$ cat config.mk
export PLATFORM = sky130hd
export DESIGN_NAME = mips_fetch_stage
export DESIGN_NICKNAME = d
export VERILOG_FILES = /design/src/rtl/mips_pkg.sv /design/src/rtl/mips_fetch_stage.sv
export SDC_FILE = /design/constraint.sdc
export NUM_CORES = 1
export LEC_CHECK = 0
export ABC_AREA = 1
export ABC_CLOCK_PERIOD_IN_PS = 4000
export BUFFER_PORTS_ARGS = -buffer_cell sky130_fd_sc_hd__buf_2
export CAP_MARGIN = 20
export CORE_MARGIN = 4
export CORE_UTILIZATION = 52
export CTS_CLUSTER_SIZE = 16
export DETAILED_ROUTE_END_ITERATION = 12
export PLACE_DENSITY_LB_ADDON = 0.15
export SYNTH_ARGS = -nofsm -noshare
export SYNTH_HDL_FRONTEND = slang
export SYNTH_SLANG_ARGS = --single-unit
$ cat constraint.sdc
create_clock -name clk -period 4 [get_ports clk]
set_input_delay 0.4 -clock clk [delete_from_list [all_inputs] [get_ports clk]]
set_output_delay 0.4 -clock clk [all_outputs]
set_load 0.02 [all_outputs]
$ cat src/rtl/mips_pkg.sv
// Shared MIPS pipeline constants: default widths, NOP encoding, opcodes and
// the fetch-stage FSM state type.
package mips_pkg;

    localparam int unsigned MIPS_PC_W   = 10;
    localparam int unsigned MIPS_INST_W = 32;
    localparam logic [31:0] MIPS_NOP    = 32'h0000_0000;

    localparam logic [5:0] OP_RTYPE = 6'b000000;
    localparam logic [5:0] OP_ADDI  = 6'b001000;
    localparam logic [5:0] OP_BEQ   = 6'b000100;
    localparam logic [5:0] OP_J     = 6'b000010;
    localparam logic [5:0] OP_LW    = 6'b100011;
    localparam logic [5:0] OP_SW    = 6'b101011;
    localparam logic [5:0] OP_HALT  = 6'b111111;

    typedef enum logic [1:0] {
        ST_FILL   = 2'd0,
        ST_RUN    = 2'd1,
        ST_HALTED = 2'd2
    } fetch_state_e;

endpackage

$ cat src/rtl/mips_fetch_stage.sv
// MIPS instruction-fetch stage: owns the PC, addresses the 1-cycle
// synchronous instruction ROM and drives the IF/ID register.
// Optional macro IF_HALT_EN: OP_HALT captured into IF/ID stops fetch until
// a redirect or reset.
module mips_fetch_stage
    import mips_pkg::*;
#(
    parameter int unsigned     PC_W     = MIPS_PC_W,
    parameter int unsigned     INST_W   = MIPS_INST_W,
    parameter logic [PC_W-1:0] RESET_PC = '0,
    parameter logic [INST_W-1:0] NOP_INST = INST_W'(MIPS_NOP)
) (
    input  logic              clk,
    input  logic              rst,
    input  logic              stall_i,
    input  logic              redirect_i,
    input  logic [PC_W-1:0]   redirect_pc_i,
    output logic [PC_W-1:0]   imem_addr_o,
    input  logic [INST_W-1:0] imem_q_i,
    output logic [INST_W-1:0] if_inst_o,
    output logic [PC_W-1:0]   if_pc_o,
    output logic [PC_W-1:0]   if_pc_plus1_o,
    output logic              if_valid_o,
    output logic              halted_o
);

    fetch_state_e      r_state;
    logic [PC_W-1:0]   r_pc;
    logic [PC_W-1:0]   r_req_pc;
    logic              r_req_vld;
    logic [INST_W-1:0] r_if_inst;
    logic [PC_W-1:0]   r_if_pc;
    logic              r_if_valid;
    logic [PC_W-1:0]   w_imem_addr;

`ifdef IF_HALT_EN
    logic r_halted;
    logic w_is_halt;

    // Halt opcode detect on the word arriving from the ROM
    assign w_is_halt = (imem_q_i[INST_W-1 -: 6] == OP_HALT);
    assign halted_o  = r_halted;
`else
    assign halted_o  = 1'b0;
`endif

    // Next ROM address; re-reading req_pc keeps imem_q_i stable while not advancing
    always_comb begin
        w_imem_addr = r_pc;
        if (!rst) begin
            w_imem_addr = RESET_PC;
        end else if (redirect_i) begin
            w_imem_addr = redirect_pc_i;
        end else if (stall_i || (r_state != ST_RUN)) begin
            w_imem_addr = r_req_pc;
        end
    end

    // Fetch FSM, PC tracking and IF/ID register
    always_ff @(posedge clk) begin
        if (!rst) begin
            r_state    <= ST_FILL;
            r_pc       <= RESET_PC + PC_W'(1);
            r_req_pc   <= RESET_PC;
            r_req_vld  <= 1'b0;
            r_if_inst  <= NOP_INST;
            r_if_pc    <= '0;
            r_if_valid <= 1'b0;
`ifdef IF_HALT_EN
            r_halted   <= 1'b0;
`endif
        end else if (redirect_i) begin
            // Squash the wrong-path word; target lands in IF/ID next edge
            r_state    <= ST_RUN;
            r_if_inst  <= NOP_INST;
            r_if_valid <= 1'b0;
            r_req_pc   <= redirect_pc_i;
            r_req_vld  <= 1'b1;
            r_pc       <= redirect_pc_i + PC_W'(1);
`ifdef IF_HALT_EN
            r_halted   <= 1'b0;
`endif
        end else begin
            case (r_state)
                ST_FILL: begin
                    if (!stall_i) begin
                        r_req_vld <= 1'b1;
                        r_state   <= ST_RUN;
                    end
                end
                ST_RUN: begin
                    if (!stall_i) begin
                        r_if_inst  <= imem_q_i;
                        r_if_pc    <= r_req_pc;
                        r_if_valid <= r_req_vld;
                        r_req_pc   <= r_pc;
                        r_req_vld  <= 1'b1;
                        r_pc       <= r_pc + PC_W'(1);
`ifdef IF_HALT_EN
                        if (r_req_vld && w_is_halt) begin
                            r_state <= ST_HALTED;
                        end
`endif
                    end
                end
`ifdef IF_HALT_EN
                ST_HALTED: begin
                    r_if_inst  <= NOP_INST;
                    r_if_valid <= 1'b0;
                    r_halted   <= 1'b1;
                end
`endif
                default: begin
                    r_state <= ST_FILL;
                end
            endcase
        end
    end

    assign imem_addr_o   = w_imem_addr;
    assign if_inst_o     = r_if_inst;
    assign if_pc_o       = r_if_pc;
    assign if_valid_o    = r_if_valid;
    assign if_pc_plus1_o = r_if_pc + PC_W'(1);

endmodule

**Word-level counts from Yosys, hierarchy flattened**

Cells that the tools add are included.

- Flip-flop bits (word level): 66
- Output and inout port bits: 64
- Logic and storage cells: 48

- $add $sub $neg: 3
- Eq/ne operators: 6
- Mux-type cells: 15
- Bitwise operators: 4
- Reduce and logical (&&, ||, !) cells: 12

Operators with widths:

| cell | count |
|---|---|
| $mux W10 | 9 |
| $add A10 B1 Y10 const B | 3 |
| $reduce_and A2 Y1 | 5 |
| $mux W1 | 4 |
| $ne A2 B1 Y1 const B | 2 |
| $ne A2 B2 Y1 const B | 2 |
| $not A1 Y1 | 4 |
| $pmux W2 S2 | 1 |
| $reduce_bool A2 Y1 | 2 |
| $reduce_or A2 Y1 | 2 |
| $ne A3 B3 Y1 const B | 1 |
| $reduce_and A3 Y1 | 1 |
| $eq A2 B1 Y1 const B | 1 |
| $logic_not A2 Y1 | 1 |
| $mux W2 | 1 |
| $logic_or A1 B1 Y1 | 1 |

**Longest topological paths before layout**

Gate-level depths: netlist of run 1.

- Word-level depth: 5
- Gate-level depth with buffers: 11

**Worst setup path after synthesis of run 1**

Ideal clock, no wire load.

- Path type: reg2out
- Start point: reg r_if_pc[2] (netlist: if_pc_o[2])
- End point: out if_pc_plus1_o[9]
- Data arrival time: 1.565 ns
- Setup slack: 2.035 ns
- Cell stages (with the launch flop): 6
- Buffers on the path: 0
- Cell sequence: dfxtp_1 nand3_1 nor3_1 nand3_1 nor3_1 xor2_1

- Cells in the longest elaborated chain, start to end: 1

RTL lines:

| element | RTL line | source |
|---|---|---|
| start: declaration | mips_fetch_stage.sv:32 | `logic [PC_W-1:0] r_if_pc;` |
| start signal: assignment | mips_fetch_stage.sv:94 | `r_if_pc <= r_req_pc;` |
| $add A10 B1 Y10 | mips_fetch_stage.sv:124 | `assign if_pc_plus1_o = r_if_pc + PC_W'(1);` |
| end: declaration | mips_fetch_stage.sv:22 | `output logic [PC_W-1:0] if_pc_plus1_o,` |

Every way passes these cells.

**Worst setup path after layout of run 1**

- Start point: reg r_state[0]
- End point: out imem_addr_o[6]

- Cells in the longest elaborated chain, start to end: 5

RTL lines:

| element | RTL line | source |
|---|---|---|
| start: declaration | mips_fetch_stage.sv:27 | `fetch_state_e r_state;` |
| start signal: assignment | mips_fetch_stage.sv:62 | `r_state <= ST_FILL;` |
| start signal: assignment | mips_fetch_stage.sv:74 | `r_state <= ST_RUN;` |
| start signal: assignment | mips_fetch_stage.sv:88 | `r_state <= ST_RUN;` |
| $ne A2 B1 Y1 | mips_fetch_stage.sv:54 | `end else if (stall_i \|\| (r_state != ST_RUN)) begin` |
| $logic_or A1 B1 Y1 | mips_fetch_stage.sv:54 |  |
| $mux W10 | mips_fetch_stage.sv:54 |  |
| $mux W10 | mips_fetch_stage.sv:52 | `end else if (redirect_i) begin` |
| $mux W10 | mips_fetch_stage.sv:50 | `if (!rst) begin` |
| end: declaration | mips_fetch_stage.sv:18 | `output logic [PC_W-1:0] imem_addr_o,` |

Every way passes these cells.

==> metrics.csv, run 1 <==
metric;value;unit
fin_tns_setup;0;ns
instances_no_fill;559;
ys_seq_elements;65;
fin_crit_sh;65.4;%
worst_pin_slew;0.846;ns
synth_enable_flop_cells;0;
gp_congestion;0.905;
syn_to_final_growth;27.4;%
path_delay_family;buffers and inverters;
vdd.ir_drop.worst;0.276;mV
netlist_instances;381;
worst-path-max-fanout;21;
async_reset_ff_share;0;%
cts_tree;done;
numCtsBuffers;9;
insertion_delay;0.33;ns
grt_pass1_wl;11.5;mm
start_util;53.9;%
synthTopCellsByCount;nand2_1, nor2_1, dfxtp_1, o21ai_0, a21oi_1;
cp_cell_sequence;inv_1 > nor2_2 > nor2_1 > buf_4 > inv_2 > nand2_1 > a21oi_1 > buf_2;
firstDrtPassIters;6;
die_w;81.0;um
r2r_setup_slack;1.77;ns
slowest_delay;0.42;ns
wl;6.91;mm
preCtsSetupSlack;1.57;ns
globalRouteOverflowTotal;0;
drtIter0Drc;106;
holdCritStartpoint;imem_q_i[30];
hp-class;in2reg;
synth.top_cell.area_share;46.9;%
synth_area_leaders;dfxtp_1, nand2_1, nor2_1;
skew;0.00359;ns
root_buffer;clkbuf_8;
status;finished clean;
yosysUniqueCellTypes;27;
ctsHoldBuffers;0;
p_leak;1.78;nW
cts.clk_slew.worst_paths;0.07;ns
core-area;5140;um^2
drcViolationCount;0;
cts_resized;0;
period_minus_slack;2.61;ns
slew_headroom;43.6;%
clkSinkCount;65;
grt_usage;22.7;%
rsz0062_at_grt;false;
start_kind;flip-flop;
hpwl;5.02;mm
std_cell_rows;26;
crit_start;r_state[0]$_SDFFE_PN0P_;
cap_violations;0;
layout_setup_ws;1.39;ns
htree_levels;3;
synth_fp_nets;429;
synthesis.area;2770;um^2
power;1.50;mW
drive_gt1_share;29.9;%
n_antenna_cell;0;
end_kind;primary output;
report.final.hold_viol_count;0;
postRouteAntennaNets;0;
fin_nets;532;
port_buffers;108;
synth_area_per_cell;7.28;um^2
die_h;81.0;um
synth.most_common_cell;nand2_1;
timing.critical_path.slowest_stage_cell;nor2_2;
grt_max_degree;35;
wl_per_cell;12.4;um
synth-seq-area-share;46.9;%
grt_pass1_vias;2563;
synth_ff_type;dfxtp_1;
die_area;6560;um^2
clock.fmax;0.382;GHz
criticalPathCategory;reg2out;
antenna_found_initial;0;
place_inst;543;
cts_buffer_depth;2;
setup_viol;0;
ioPinCount;110;
post_cts_buffers;0;
r2r-start;r_state[0]$_SDFFE_PN0P_;
crit_required;3.60;ns
nFillCells;475;
synth_top_area_cell;dfxtp_1;
yosys_warnings;0;
final-max-slew-violation-count;0;
num_vias;2785;
via_per_inst;4.98;
cp.buffers_inverters;4;
arrival;2.21;ns
p_per_area;423;nW/um^2
layout make-up:
type	instances	area [um^2]	area share, %
flip-flops and latches	65	1300	36.8
multi-input cells	275	1290	36.6
repair buffers	110	556	15.7
clock buffers	10	128	3.61
well taps	70	87.6	2.48
inverters	23	86.3	2.44
clock inverters	6	82.6	2.34
report_power, final:
| part | switching [mW] | internal [mW] | leakage (nW) |
|---|---|---|---|
| registers | 0.0178 | 0.677 | 0.531 |
| clock network | 0.248 | 0.348 | 0.106 |
| logic | 0.136 | 0.0693 | 1.15 |
| total | 0.401 | 1.09 | 1.78 |
final timing paths:
kind                                 to  cells past startpoint
min          if_inst_o[30]$_SDFFE_PP0P_                      3
max                      imem_addr_o[6]                      8
max reg2reg     if_pc_o[4]$_SDFFE_PN0P_                      8
min reg2reg  if_inst_o[21]$_SDFFE_PP0P_                      2
placed cells by master (no fill, tap or decap), types with 4 or more instances in the layout:
cell / netlist / routed
inv_1: 17 / 17
nand2_1: 76 / 76
nand2_2: 8 / 8
nand3_1: 7 / 7
xor2_1: 7 / 7
inv_2: 6 / 6
o21ai_0: 41 / 41
o21ai_1: 4 / 4
nor2_1: 74 / 74
buf_2: 5 / 108
a21oi_1: 40 / 40
clkbuf_8: 0 / 9
dfxtp_1: 65 / 65
metal layers:
layer	wire length, um	vias up	global-route usage [%]
met2	3270	100	35.9
li1	-	1424	-
met4	109	0	9.97
met1	2920	1249	28.0
met3	615	12	7.87
met5	0	-	0
tightest hold or removal path: stages:
cell	delay [ns]
buf_2	0.08
nor2_1	0.03
nor2_1	0.08
sequential cells by signal, summed over array words and instances, names as in the netlist:
| register | flops |
|---|---|
| r_req_vld | 1 |
| r_req_pc | 10 |
| if_valid_o | 1 |
| if_pc_o | 10 |
| r_state | 1 |
| r_pc | 10 |
| if_inst_o | 32 |
cells by family after synthesis:
kind of cell	share of synthesized area [%]
AO/OA/AOI/OAI	15.9
XOR/XNOR	2.84
adder cells (fa/ha/maj)	0.902
buffers and inverters	6.45
flip-flops	46.9
other	0.135
AND/OR/NAND/NOR	26.9
metrics by stage:
step / area, um^2 / util (%) / hold slack (ns)
after floorplan: 2770 / - / 0.441
after global placement: 3320 / 64.7 / 0.446
after detailed placement: 3320 / 64.7 / 0.453
after CTS: 3530 / 68.7 / 0.269
after global routing: 3530 / 68.7 / 0.272
final: 3530 / 68.7 / 0.285
Note: power is estimated with default switching activity, not from simulation.
==> run 2: changes to the inputs <==
Settings changed: ABC_AREA 1 to 0, ABC_CLOCK_PERIOD_IN_PS 4000 to 2300, CORE_UTILIZATION 52 to 44.
Clock period 4 ns to 2.3 ns, I/O delays scaled along.
==> metrics.csv, run 2 <==
metric;value;unit;change
fin_nets;531;;-0.19%
status;finished clean;;
rsz0062_at_grt;false;;
end_kind;primary output;;
period_minus_slack;2.09;ns;
hp-class;in2reg;;
synthesis.area;2990;um^2;+7.9%
cp_cell_sequence;nand2b_2 > nand2_1 > o21ai_0 > nand2_1 > a21oi_1 > buf_2;;
antenna_found_initial;0;;unchanged
worst-path-max-fanout;34;;+62%
drcViolationCount;0;;unchanged
yosysUniqueCellTypes;45;;+67%
fin_crit_sh;91.0;%;
report.final.hold_viol_count;0;;unchanged
firstDrtPassIters;4;;-2
synth_fp_nets;427;;-0.47%
grt_usage;18.1;%;-4.6 points
synth_enable_flop_cells;0;;unchanged
synth-seq-area-share;43.5;%;-3.4 points
htree_levels;3;;unchanged
port_buffers;108;;unchanged
timing.critical_path.slowest_stage_cell;nand2b_2;;
synth_top_area_cell;dfxtp_1;;
arrival;1.86;ns;-0.35 ns
place_inst;549;;+1.1%
cap_violations;0;;unchanged
worst_pin_slew;0.625;ns;-0.221 ns
ff2ff_path_depth;8;;unchanged
synth_area_leaders;dfxtp_1, nand2_1, a21oi_1;;
r2r_setup_slack;0.46;ns;-1.31 ns
nFillCells;635;;+34%
cts.clk_slew.worst_paths;0.07;ns;about the same
hpwl;5.42;mm;+8.0%
root_buffer;clkbuf_8;;
met1_usage;24.5;%;-3.5 points
yosys_warnings;0;;unchanged
instances_no_fill;565;;+1.1%
gp_congestion;0.877;;-3.0%
std_cell_rows;29;;+12%
cts_buffer_depth;2;;unchanged
die_area;8180;um^2;+25%
start_util;46.3;%;-7.6 points
postRouteAntennaNets;0;;unchanged
grt_pass1_vias;2567;;+0.16%
slew_headroom;58.3;%;+15 points
clock.fmax;0.478;GHz;
grt_pass1_wl;12.3;mm;+6.8%
met3_usage;4.42;%;-3.5 points
via_per_inst;5.10;;+2.4%
insertion_delay;0.33;ns;about the same
drtIter0Drc;112;;+5.7%
min_to;if_inst_o[1]$_SDFFE_PP0P_;;
holdCritStartpoint;imem_q_i[1];;
synth_area_per_cell;7.89;um^2;+8.5%
p_per_area;623;nW/um^2;+47%
netlist_instances;379;;-0.52%
slowest_delay;0.46;ns;+0.04 ns
fin_tns_setup;0;ns;unchanged
synth_ff_type;dfxtp_1;;
ioPinCount;110;;unchanged
skew;0.00695;ns;+0.00337 ns
vdd.ir_drop.worst;0.378;mV;+37%
die_w;90.5;um;+12%
grt_max_degree;35;;unchanged
r2r-start;r_pc[0]$_SDFFE_PN1P_;;
ys_seq_elements;65;;unchanged
grt_use_met2;27.5;%;-8.4 points
grt-busiest-layer;met2;;
num_vias;2882;;+3.5%
setup_viol;0;;unchanged
die_h;90.5;um;+12%
criticalPathCategory;reg2out;;
n_antenna_cell;0;;unchanged
mostFrequentLayoutCells;nand2_1, buf_2, dfxtp_1;;
numCtsBuffers;9;;unchanged
path_common_cell;nand2_1;;
drive_gt1_share;29.9;%;+0.061 points
final_common_cell;nand2_1;;
cts_tree;done;;
wl_per_cell;13.4;um;+8.1%
crit_required;2.07;ns;-1.53 ns
syn_to_final_growth;25.7;%;
largest_register_ffs;32;;unchanged
globalRouteOverflowTotal;0;;unchanged
p_leak;1.64;nW;-7.9%
r2r_end;r_pc[6]$_SDFFE_PN0P_;;
synth.top_cell.area_share;43.5;%;-3.4 points
final-max-slew-violation-count;0;;unchanged
core-area;6460;um^2;+26%
holdPathStages;3;;unchanged
synthTopCellsByCount;nand2_1, dfxtp_1, a21oi_1, o21ai_0;;
wl;7.55;mm;+9.3%
start_kind;flip-flop;;
synth.most_common_cell;nand2_1;;
hold_ws;0.126;ns;-0.158 ns
async_reset_ff_share;0;%;unchanged
clkSinkCount;65;;unchanged
[run 2: cell types whose count changed in the layout (fill, tap and decap cells not counted), moves of 6 or more]
cell | before | now
nor2_1 | 74 | 14
inv_2 | 6 | 0
nand2_1 | 76 | 110
inv_1 | 17 | 6
nand2_2 | 8 | 0
o21ai_0 | 41 | 20
a311oi_1 | 0 | 8
buf_4 | 2 | 10
a21oi_1 | 40 | 56
xnor2_1 | 2 | 14
[run 2: worst max-delay path by stage]
stage	from	to	slack [ns]	cells after the start
floorplan	redirect_i	r_pc[6]$_SDFFE_PN0P_	0.20	11
global placement	stall_i	imem_addr_o[1]	0.44	7
detailed placement	redirect_i	r_pc[6]$_SDFFE_PN0P_	0.37	9
CTS	r_state[0]$_SDFFE_PN0P_	imem_addr_o[4]	0.12	4
global route	r_state[0]$_SDFFE_PN0P_	imem_addr_o[1]	0.04	6
finish	r_state[0]$_SDFFE_PN0P_	imem_addr_o[1]	0.21	6
[run 2: stage by stage]
stage / total power [mW] / area, um^2 / utilization [%] / worst slack [ns]
after floorplan: 1.44 / 2990 / - / 0.200
after global placement: 1.56 / 3600 / 55.7 / 0.439
after detailed placement: 1.57 / 3600 / 55.7 / 0.372
final: 2.34 / 3760 / 58.2 / 0.208
after global routing: 2.46 / 3760 / 58.2 / 0.0411
after CTS: 2.38 / 3760 / 58.2 / 0.117
[run 2: power by group]
part | internal, mW | switching, mW
sequential | 1.17 | 0.0338
clock | 0.383 | 0.418
combinational | 0.126 | 0.213
[run 2: kinds of logic after synthesis]
logic type	count (synthesis)	share of synthesized area [%]
other	1	0.125
muxes	3	1.00
and+or+nand+nor	154	23.1
adders and majority gates	2	0.836
DFF	65	43.5
AOI/OAI and AO/OA	104	21.6
buffers and inverters	32	4.56
xor gates and xnor gates	18	5.27
[run 2: area by class of cell]
type,count,area [um^2],share of cell area (%)
flip-flops and latches,65,1300,34.6
repair buffers,118,616,16.4
clock buffers,10,128,3.39
well taps,77,96.3,2.56
multi-input cells,282,1560,41.4
clock inverters,6,35.0,0.932
inverters,7,26.3,0.699
[run 2: what timing repair did]
item / 4_1_cts / 5_1_grt
endpoints found under the hold margin: 0 / 0
setup endpoints to repair: 0 / 2
hold buffers: 0 / 0
setup buffers: 0 / 0
resized for setup: 0 / 1
[run 2: worst max-delay path, delay by kind of cell (launching register included)]
| kind | cells | cell delay, ns |
|---|---|---|
| simple gates | 3 | 0.71 |
| flops | 1 | 0.33 |
| compound gates | 2 | 0.29 |
| buf+inv | 1 | 0.20 |
[run 2: routing by layer]
metal  vias up  share of wire, %
met5         -                 0
met4         0              0.75
met3         4               5.9
met2        77                45
met1      1297                48
li1       1504                 -
==> run 3: changes to the inputs <==
Settings changed: BUFFER_PORTS_ARGS -buffer_cell sky130_fd_sc_hd__buf_2 to -buffer_cell sky130_fd_sc_hd__clkbuf_2.
==> metrics.csv, run 3 (same netlist as run 2, synthesis figures left out) <==
metric;value;unit;change
mostFrequentLayoutCells;nand2_1, clkbuf_2, dfxtp_1;;
ioPinCount;110;;unchanged
grt_max_degree;34;;-2.9%
grt_pass1_vias;2693;;+4.9%
final-max-slew-violation-count;0;;unchanged
fin_tns_setup;0;ns;unchanged
p_sw_share;27.4;%;-1.0 points
layout_setup_ws;0.320;ns;+0.112 ns
internal-power;1.77;mW;+5.3%
firstDrtPassIters;4;;unchanged
htree_levels;3;;unchanged
std_cell_rows;29;;unchanged
period_minus_slack;1.98;ns;-0.112 ns
hp-class;in2reg;;
globalRouteOverflowTotal;0;;unchanged
drcViolationCount;0;;unchanged
hpwl;5.55;mm;+2.3%
rsz0062_at_grt;false;;
via_per_inst;5.22;;+2.4%
drtIter0Drc;99;;-12%
cts.clk_slew.worst_paths;0.07;ns;about the same
p_per_area;644;nW/um^2;+3.4%
port_buffers;108;;unchanged
fin_nets;531;;unchanged
die_h;90.5;um;unchanged
setup_viol;0;;unchanged
antenna_found_initial;0;;unchanged
final_common_cell;nand2_1;;
grt_usage;18.6;%;+0.53 points
p_switching;0.667;mW;+0.18%
postRouteAntennaNets;0;;unchanged
cap_violations;0;;unchanged
seq_power_share;49.4;%;-1.9 points
wl_per_cell;13.5;um;+0.99%
fin_crit_sh;86.1;%;-4.9 points
ff2ff_path_depth;8;;unchanged
worst-path-max-fanout;19;;-44%
largest_register_ffs;32;;unchanged
status;finished clean;;
end_kind;primary output;;
skew;0.00587;ns;-0.00108 ns
p_leak;1.61;nW;-1.9%
pwr-share-clk;36.6;%;+2.4 points
cts_resized;0;;unchanged
nFillCells;656;;+3.3%
cts_buffer_depth;2;;unchanged
drive_gt1_share;29.8;%;-0.14 points
num_vias;2945;;+2.2%
multiInputGateArea;1560;um^2;unchanged
clkSinkCount;65;;unchanged
report.final.hold_viol_count;0;;unchanged
min_to;if_inst_o[21]$_SDFFE_PP0P_;;
start_kind;flip-flop;;
r2r-start;r_pc[0]$_SDFFE_PN1P_;;
clock.fmax;0.505;GHz;+5.7%
core-area;6460;um^2;unchanged
holdPathStages;3;;unchanged
root_buffer;clkbuf_8;;
post_cts_buffers;0;;unchanged
numCtsBuffers;9;;unchanged
power_frac_comb;13.9;%;-0.6 points
r2r_end;r_pc[6]$_SDFFE_PN0P_;;
start_util;46.3;%;unchanged
arrival;1.75;ns;-0.11 ns
regArea;1300;um^2;unchanged
die_w;90.5;um;unchanged
insertion_delay;0.33;ns;about the same
cts_tree;done;;
r2r_setup_slack;0.42;ns;-0.04 ns
ctsHoldBuffers;0;;unchanged
crit_required;2.07;ns;about the same
syn_to_final_growth;26.3;%;
n_antenna_cell;0;;unchanged
die_area;8180;um^2;unchanged
holdCritStartpoint;imem_q_i[21];;
preCtsSetupSlack;0.421;ns;+0.0491 ns
wl;7.61;mm;+0.81%
vdd.ir_drop.worst;0.510;mV;+35%
gp_congestion;0.912;;+3.9%
criticalPathCategory;reg2out;;
grt_pass1_wl;12.7;mm;+3.4%
run 3: power by group through the flow:
stage	combinational (mW)	sequential, mW	clock (mW)
floorplan	0.203	1.24	0
global placement	0.335	1.23	0
detailed placement	0.338	1.23	0
CTS	0.339	1.20	0.917
global route	0.377	1.21	0.963
finish	0.339	1.20	0.891
run 3: area by class of cell:
cell class,count,area share (%)
Clock buffer,13,4.47
Tap cell,77,2.55
Multi-Input combinational cell,282,41.2
Clock inverter,2,0.331
Inverter,7,0.695
Sequential cell,65,34.4
Timing Repair Buffer,118,16.3
run 3: metrics by stage:
stage	power (mW)	cells	hold slack (ns)	area, um^2	util (%)
after floorplan	1.44	379	0.292	2990	-
after global placement	1.56	549	0.441	3600	55.7
after detailed placement	1.57	549	0.446	3600	55.7
after CTS	2.46	564	0.0963	3780	58.5
after global routing	2.55	564	0.109	3780	58.5
final	2.43	564	0.108	3780	58.5
run 3: worst max-delay path: stages, from the launching register on:
cell and delay (ns):
dfxtp_1 0.36, and2b_2 0.37, nand2_1 0.14, a311oi_1 0.31, clkbuf_2 0.24
run 3: how the worst max path moves through the flow:
stage | endpoint | slack [ns] | startpoint
6_report | imem_addr_o[8] | 0.32 | r_state[0]$_SDFFE_PN0P_
3_5_place_dp | r_pc[6]$_SDFFE_PN0P_ | 0.42 | redirect_i
3_3_place_gp | imem_addr_o[6] | 0.49 | stall_i
2_1_floorplan | r_pc[6]$_SDFFE_PN0P_ | 0.20 | redirect_i
5_1_grt | imem_addr_o[6] | 0.20 | r_state[0]$_SDFFE_PN0P_
4_1_cts | imem_addr_o[8] | 0.12 | r_state[0]$_SDFFE_PN0P_
run 3: routing by layer:
layer	share of wire, %	wire length, um	vias to the layer above	track usage [%]
li1	-	-	1497	-
met1	46	3540	1345	24.1
met2	45	3440	87	29.3
met3	5.9	446	16	4.67
met4	2.5	188	0	8.16
met5	0	0	-	0
